--- config.mk ---
export PLATFORM = sky130hd
export DESIGN_NAME = enc_prio_hs
export DESIGN_NICKNAME = d
export VERILOG_FILES = /design/src/rtl/enc_pkg.sv /design/src/rtl/enc_scan.sv /design/src/rtl/enc_prio_hs.sv
export SDC_FILE = /design/constraint.sdc
export NUM_CORES = 1
export LEC_CHECK = 0
export CAP_MARGIN = 10
export CORE_AREA = 2 2 39 41
export CTS_CLUSTER_DIAMETER = 50
export DETAILED_ROUTE_END_ITERATION = 16
export DIE_AREA = 0 0 41 43
export GPL_ROUTABILITY_DRIVEN = 1
export PLACE_DENSITY = 0.59
export SKIP_CTS_REPAIR_TIMING = 1
export SYNTH_ARGS = -nofsm -noshare
export SYNTH_HDL_FRONTEND = slang
export SYNTH_SLANG_ARGS = --single-unit
--- constraint.sdc ---
create_clock -name clk -period 1 [get_ports clk]
set_input_delay 0.1 -clock clk [delete_from_list [all_inputs] [get_ports clk]]
set_output_delay 0.1 -clock clk [all_outputs]
set_load 0.01 [all_outputs]
--- src/rtl/enc_pkg.sv ---
// Shared constants and width helper for the priority-encoder family.
package enc_pkg;

  localparam int ENC_MODE_FIXED = 0;
  localparam int ENC_MODE_RR    = 1;

  // Index width for 2..64 request bits; never returns less than 1.
  function automatic int enc_width(input int n);
    int w;
    w = 1;
    for (int i = 1; i < 7; i++) begin
      if ((1 << i) < n) w = i + 1;
    end
    return w;
  endfunction

endpackage

--- src/rtl/enc_scan.sv ---
// Combinational find-first-set: scans upward from i_start, wrapping past N-1 to 0.
module enc_scan
  import enc_pkg::*;
#(
  parameter int N = 8,
  parameter int W = enc_width(N)
) (
  input  logic [N-1:0] i_vec,
  input  logic [W-1:0] i_start,
  output logic [W-1:0] o_idx,
  output logic         o_found
);

  // Bit position k steps past the start, folded back into 0..N-1.
  function automatic logic [W-1:0] wrap_pos(input logic [W-1:0] s, input int k);
    int j;
    j = int'(s) + k;
    if (j >= N) j = j - N;
    return W'(j);
  endfunction

  // Walk from the far end back toward the start so the nearest hit is written last.
  always_comb begin
    o_idx   = '0;
    o_found = 1'b0;
    for (int k = N - 1; k >= 0; k--) begin
      if (i_vec[wrap_pos(i_start, k)]) begin
        o_idx   = wrap_pos(i_start, k);
        o_found = 1'b1;
      end
    end
  end

endmodule

--- src/rtl/enc_prio_hs.sv ---
// N-to-log2(N) priority encoder with a registered, valid/ready-handshaked result.
module enc_prio_hs
  import enc_pkg::*;
#(
  parameter  int N    = 8,
  parameter  int MODE = ENC_MODE_FIXED,
  localparam int W    = enc_width(N)
) (
  input  logic         clk,
  input  logic         rst,
  input  logic         in_vld,
  output logic         in_rdy,
  input  logic [N-1:0] in_req,
  output logic         out_vld,
  input  logic         out_rdy,
  output logic [W-1:0] out_idx,
  output logic         out_any,
  output logic         out_multi
);

  logic         r_vld;
  logic [W-1:0] r_idx;
  logic         r_any;
  logic         r_multi;

  logic [W-1:0] w_idx;
  logic         w_found;
  logic         w_accept;
  logic         w_any;
  logic         w_multi;

  assign in_rdy   = !rst && (!r_vld || out_rdy);
  assign w_accept = in_vld && in_rdy;
  assign w_any    = |in_req;
  // Clearing the lowest set bit leaves something only when two or more bits were set.
  assign w_multi  = |(in_req & (in_req - N'(1)));

  if (MODE == ENC_MODE_RR) begin : g_rr
    logic [W-1:0] r_ptr;

    enc_scan #(.N(N), .W(W)) u_scan (
      .i_vec  (in_req),
      .i_start(r_ptr),
      .o_idx  (w_idx),
      .o_found(w_found)
    );

    always_ff @(posedge clk) begin
      if (rst) begin
        r_ptr <= '0;
      end else if (w_accept && w_found) begin
        r_ptr <= (w_idx == W'(N - 1)) ? '0 : w_idx + W'(1);
      end
    end
  end else begin : g_fix
    logic [N-1:0] w_rev;
    logic [W-1:0] w_pos;

    // Highest set bit becomes the lowest set bit of the mirrored vector.
    for (genvar gi = 0; gi < N; gi++) begin : g_rev
      assign w_rev[gi] = in_req[N-1-gi];
    end

    enc_scan #(.N(N), .W(W)) u_scan (
      .i_vec  (w_rev),
      .i_start('0),
      .o_idx  (w_pos),
      .o_found(w_found)
    );

    assign w_idx = W'(N - 1) - w_pos;
  end

  always_ff @(posedge clk) begin
    if (rst) begin
      r_vld   <= 1'b0;
      r_idx   <= '0;
      r_any   <= 1'b0;
      r_multi <= 1'b0;
    end else if (w_accept) begin
      r_vld   <= 1'b1;
      r_idx   <= w_found ? w_idx : '0;
      r_any   <= w_any;
      r_multi <= w_multi;
    end else if (r_vld && out_rdy) begin
      r_vld   <= 1'b0;
    end
  end

  assign out_vld   = r_vld;
  assign out_idx   = r_idx;
  assign out_any   = r_any;
  assign out_multi = r_multi;

endmodule
Word-level counts from Yosys, hierarchy flattened
Index checks and enable logic that the tools add are counted.
Operators by class
  add/subtract/negate cells: 2
  muxes and demuxes: 19
  bitwise gates (word level): 1
  reduce and logical (&&, ||, !) cells: 9
Operators by type and width (count)
  3-bit 2-to-1 mux: 9
  8-bit OR reduction: 2
  1-bit 2-to-1 mux: 10
  8-bit bitwise AND: 1
  8-bit by 1-bit subtractor with 8-bit output (second input constant): 1
  1-bit logical AND: 3
  3-bit subtractor (first input constant): 1
  1-bit zero test: 2
  2-bit nonzero test: 1
  1-bit logical OR: 1
Storage, ports and cells
  bits in registers: 6
  logic and storage cells: 35

Depth between registers and ports, before layout
  depth after elaboration: 10
  mapped depth: 4
  depth with buffers taken out: 4

Modules after synthesis
A second synthesis with hierarchy kept.
Unflattened totals
  cells, all modules: 119
  area total of the unflattened synthesis: 1133.6 µm²
By module, submodules not included
  enc_scan: cells each 80, area an instance 805.8 µm², times used 1
  enc_prio_hs: cells each 39, area an instance 327.8 µm², times used 1

Worst setup path before layout
Ideal clock, no wire load.
  kind: register to register
  start: register r_vld (netlist: out_vld)
  end: register r_multi (netlist: out_multi)
  arrival time: 985 ps
  stages on the path, launching flop included: 5
  period minus slack after synthesis: 1117 ps
  data required time: 869 ps
  path slack: -117 ps
  cell sequence: dfxtp_1 nand2b_1 nand3b_4 a2111oi_4 a211oi_2
On the way
  longest elaborated chain between the ends: 4
Ends and longest elaborated chain
  start: declaration: RTL line enc_prio_hs.sv:21  | logic r_vld;
  start signal: assignment: RTL line enc_prio_hs.sv:76  | r_vld <= 1'b0;
  start signal: assignment: RTL line enc_prio_hs.sv:81  | r_vld <= 1'b1;
  start signal: assignment: RTL line enc_prio_hs.sv:86  | r_vld <= 1'b0;
  1-bit zero test: RTL line enc_prio_hs.sv:32  | assign in_rdy = !rst && (!r_vld || out_rdy);
  1-bit logical OR: RTL line enc_prio_hs.sv:32
  1-bit logical AND: RTL line enc_prio_hs.sv:32
  1-bit logical AND: RTL line enc_prio_hs.sv:33  | assign w_accept = in_vld && in_rdy;
  end signal: assignment: RTL line enc_prio_hs.sv:84  | r_multi <= w_multi;
  end: declaration: RTL line enc_prio_hs.sv:24  | logic r_multi;
Every way passes these cells.
A chain may end at the register's enable or synchronous reset.

Final worst setup path
  start: input out_rdy
  end: register r_multi (netlist: out_multi)
On the way
  longest elaborated chain between the ends: 3
Ends and longest elaborated chain
  start: declaration: RTL line enc_prio_hs.sv:15  | input logic out_rdy,
  1-bit logical OR: RTL line enc_prio_hs.sv:32
  1-bit logical AND: RTL line enc_prio_hs.sv:32
  1-bit logical AND: RTL line enc_prio_hs.sv:33
Every way passes these cells.

==> metrics.md <==
| Metric | Value |
|---|---|
| Status | finished with violations |
| Failing checks | negative setup slack |
| Vias post-DR | 438 |
| Hold Path Class | input port to flop |
| Largest net degree at the start of global routing | 7 |
| Synth Flop Type | dfxtp_1 |
| Die Span X | 41 um |
| DR pass1 iterations | 2 |
| ANT cells | 0 |
| CP Capture Type | flop |
| Finished layout cell area | 732 um^2 |
| Clock Path Buffers | 2 |
| Num rows | 14 |
| Syn nets | 56 |
| Synth top area share | 31.0% |
| CTS tree | yes |
| Setup WS post-layout | -0.211 ns |
| Peak Freq | 826 MHz |
| Clock skew | 0.00273 ns |
| Worst Setup Start Kind | input port |
| Clk_lat worst skew | 0.24 ns |
| Max-cap viol count | 0 |
| Power Dens Cells | 972 nW/um^2 |
| DRC viols | 0 |
| Iter 0 DRT Violations | 1 |
| Starting Density | 28.0% |
| Most numerous cell in the Yosys netlist | nor2_1 |
| IO buf count | 18 |
| Synth cell types | 22 |
| Detailed Place HPWL | 825 um |
| Post-route clock period utilization | 121% |
| WP buf/inv | 1 |
| Final Setup Violations | 6 |
| Largest area contributor in the netlist | dfxtp_1 |
| Worst r2r src | out_vld |
| Total GRT Usage | 14.9% |
| P_leak | 0.412 nW |
| Initial antenna violation count | 0 |
| Kind of critical path | input port to flop |
| CTS Buf Count | 3 |
| Routed len/inst | 11.5 um |
| Unrepaired setup endpoints after global routing | true |
| Cell count after synthesis | 44 |
| Synth area leaders | dfxtp_1 31%, nor2_1 8.7%, a2111oi_4 7.1%, a21oi_1 5.2%, nand3b_4 5.2% |
| Gr ovfl total | 0 |
| Post-synth EDFFs | 0 |
| WP depth | 5 |
| Syn. warnings | 0 |
| Max VDD drop | 683 uV |
| First-pass GRT wire length | 1640 um |
| Via density | 4.76 |
| Clock Sinks | 6 |
| Layout Nets | 90 |
| Worst stage delay on the critical path | 0.52 ns |
| H-tree depth | 1 |
| Slowest CP cell | clkdlybuf4s50_1 |
| Aggregate routed wire length | 1060 um |
| CP arrival | 1.33 ns |
| Average cell area after synthesis | 8.82 um^2 |
| Worst slew pin tran | 0.278 ns |
| Yosys reg bits | 6 |
| Slew headroom | 81.4% |
| Post-route ant nets | 0 |
| Placed Area | 679 um^2 |
| Clock transition at path regs | 0.04 ns |
| Vias in the first global route | 411 |
| Delay-heaviest family, CP | buffers and inverters |
| Fin. max-slew vios | 0 |
| Worst-case reg-to-reg path depth | 4 |
| Die Area | 1760 um^2 |
| Worst r2r dst | out_multi |
| Die Height | 43 um |
| Top cells by count, synth | 9 x nor2_1, 6 x dfxtp_1, 4 x a21oi_1, 3 x nand2_1, 3 x o21ai_0 |
| Min cycle time layout | 1.21 ns |
| Ratio of cells with drive above 1 in the final layout | 34.2% |
| Crit-path max FO | 2 |
| Clock tree root buffer cell | clkbuf_4 |
| IO Count | 19 |
| Critical path, cell by cell | clkdlybuf4s50_1, nand2b_1, nand3b_4, a2111oi_4, a211oi_2 |
| WHS | 0.223 ns |
| R2R Setup Slk | -0.08 ns |
| Fin. Hold Viols | 0 |
| Area added between synthesis and finish | 88.7% |
| Final RePlAce weighted congestion | 0.665 |
| Fraction of registers with async set/reset | 0% |
| Core area | 1380 um^2 |
| Worst path required time | 1.12 ns |
| Synthesized cell area | 388 um^2 |
| Crit path from | out_rdy |
| Crit path to | out_multi |
| Register area share after synthesis | 31.0% |
==> worst min-delay path by stage <==
stage / endpoint / cells after the start / slack (ns) / start
global placement: out_any / 2 / 0.46 / out_any
CTS: out_any / 2 / 0.47 / out_any
global route: out_vld / 3 / 0.21 / rst
finish: out_vld / 3 / 0.22 / rst
detailed placement: out_any / 2 / 0.46 / out_any
floorplan: out_vld / 2 / 0.22 / in_vld
==> area by class of cell <==
type                            count  area (um^2)
Clock buffer                        3         22.5
Fill cell                         148          652
Inverter                            1         3.75
Multi-Input combinational cell     36          272
Sequential cell                     6          121
Tap cell                           16         20.0
Timing Repair Buffer               30          293
==> registers in the layout (all words and copies together) (netlist names) <==
register	flops
out_vld	1
out_idx	3
out_multi	1
out_any	1
==> cell families (layout without fill, tap and decap cells) <==
family                   after synthesis  count (layout)  share of synthesized area [%]
buffers and inverters                  2              34                           2.26
AO/OA/AOI/OAI                         13              13                           28.1
adder cells (fa/ha/maj)                1               1                           2.90
AND/OR/NAND/NOR                       22              22                           35.8
flip-flops                             6               6                           31.0
==> layer usage <==
| metal | vias up | track usage (%) | wire (um) |
|---|---|---|---|
| li1 | 228 | - | - |
| met1 | 196 | 16.8 | 465 |
| met2 | 12 | 19.7 | 505 |
| met3 | 2 | 9.42 | 70 |
| met4 | 0 | 10.0 | 19 |
| met5 | - | 0 | 0 |
==> layout by cell type (no fill, tap or decap), drive strengths merged, types with 2 or more instances in the layout <==
cell and n:
a21oi 4, a311oi 2, buf 12, clkbuf 4
clkdlybuf4s50 6, dfxtp 6, dlymetal6s2s 11, nand2 3
nand2b 2, nand3b 2, nor2 9, nor2b 2
nor3 2, o21ai 3
==> where the power goes <==
part           leakage [nW]  total [W]  switching, W  internal, W
registers            0.0500   0.000267    0.00000815     0.000259
logic                 0.348   0.000225     0.0000960     0.000129
clock network        0.0138   0.000220     0.0000843     0.000136
total                 0.412   0.000712      0.000189     0.000523
==> worst min-delay path: cells and delay by family <==
kind          cells  cell delay, ns
buf+inv           2            0.29
simple gates      1            0.03
==> per-stage QoR <==
stage	power, W	utilization, %	setup TNS [ns]	instances	worst slack [ns]
after floorplan	0.000358	-	-0.0640	44	-0.0585
after global placement	0.000502	49.1	-2.32	89	-0.439
after detailed placement	0.000503	49.1	-2.42	89	-0.487
after CTS	0.000735	50.7	-2.46	92	-0.420
after global routing	0.000770	52.9	-0.792	92	-0.251
final	0.000712	52.9	-0.440	92	-0.211
Power figures use the tool's default switching activity.
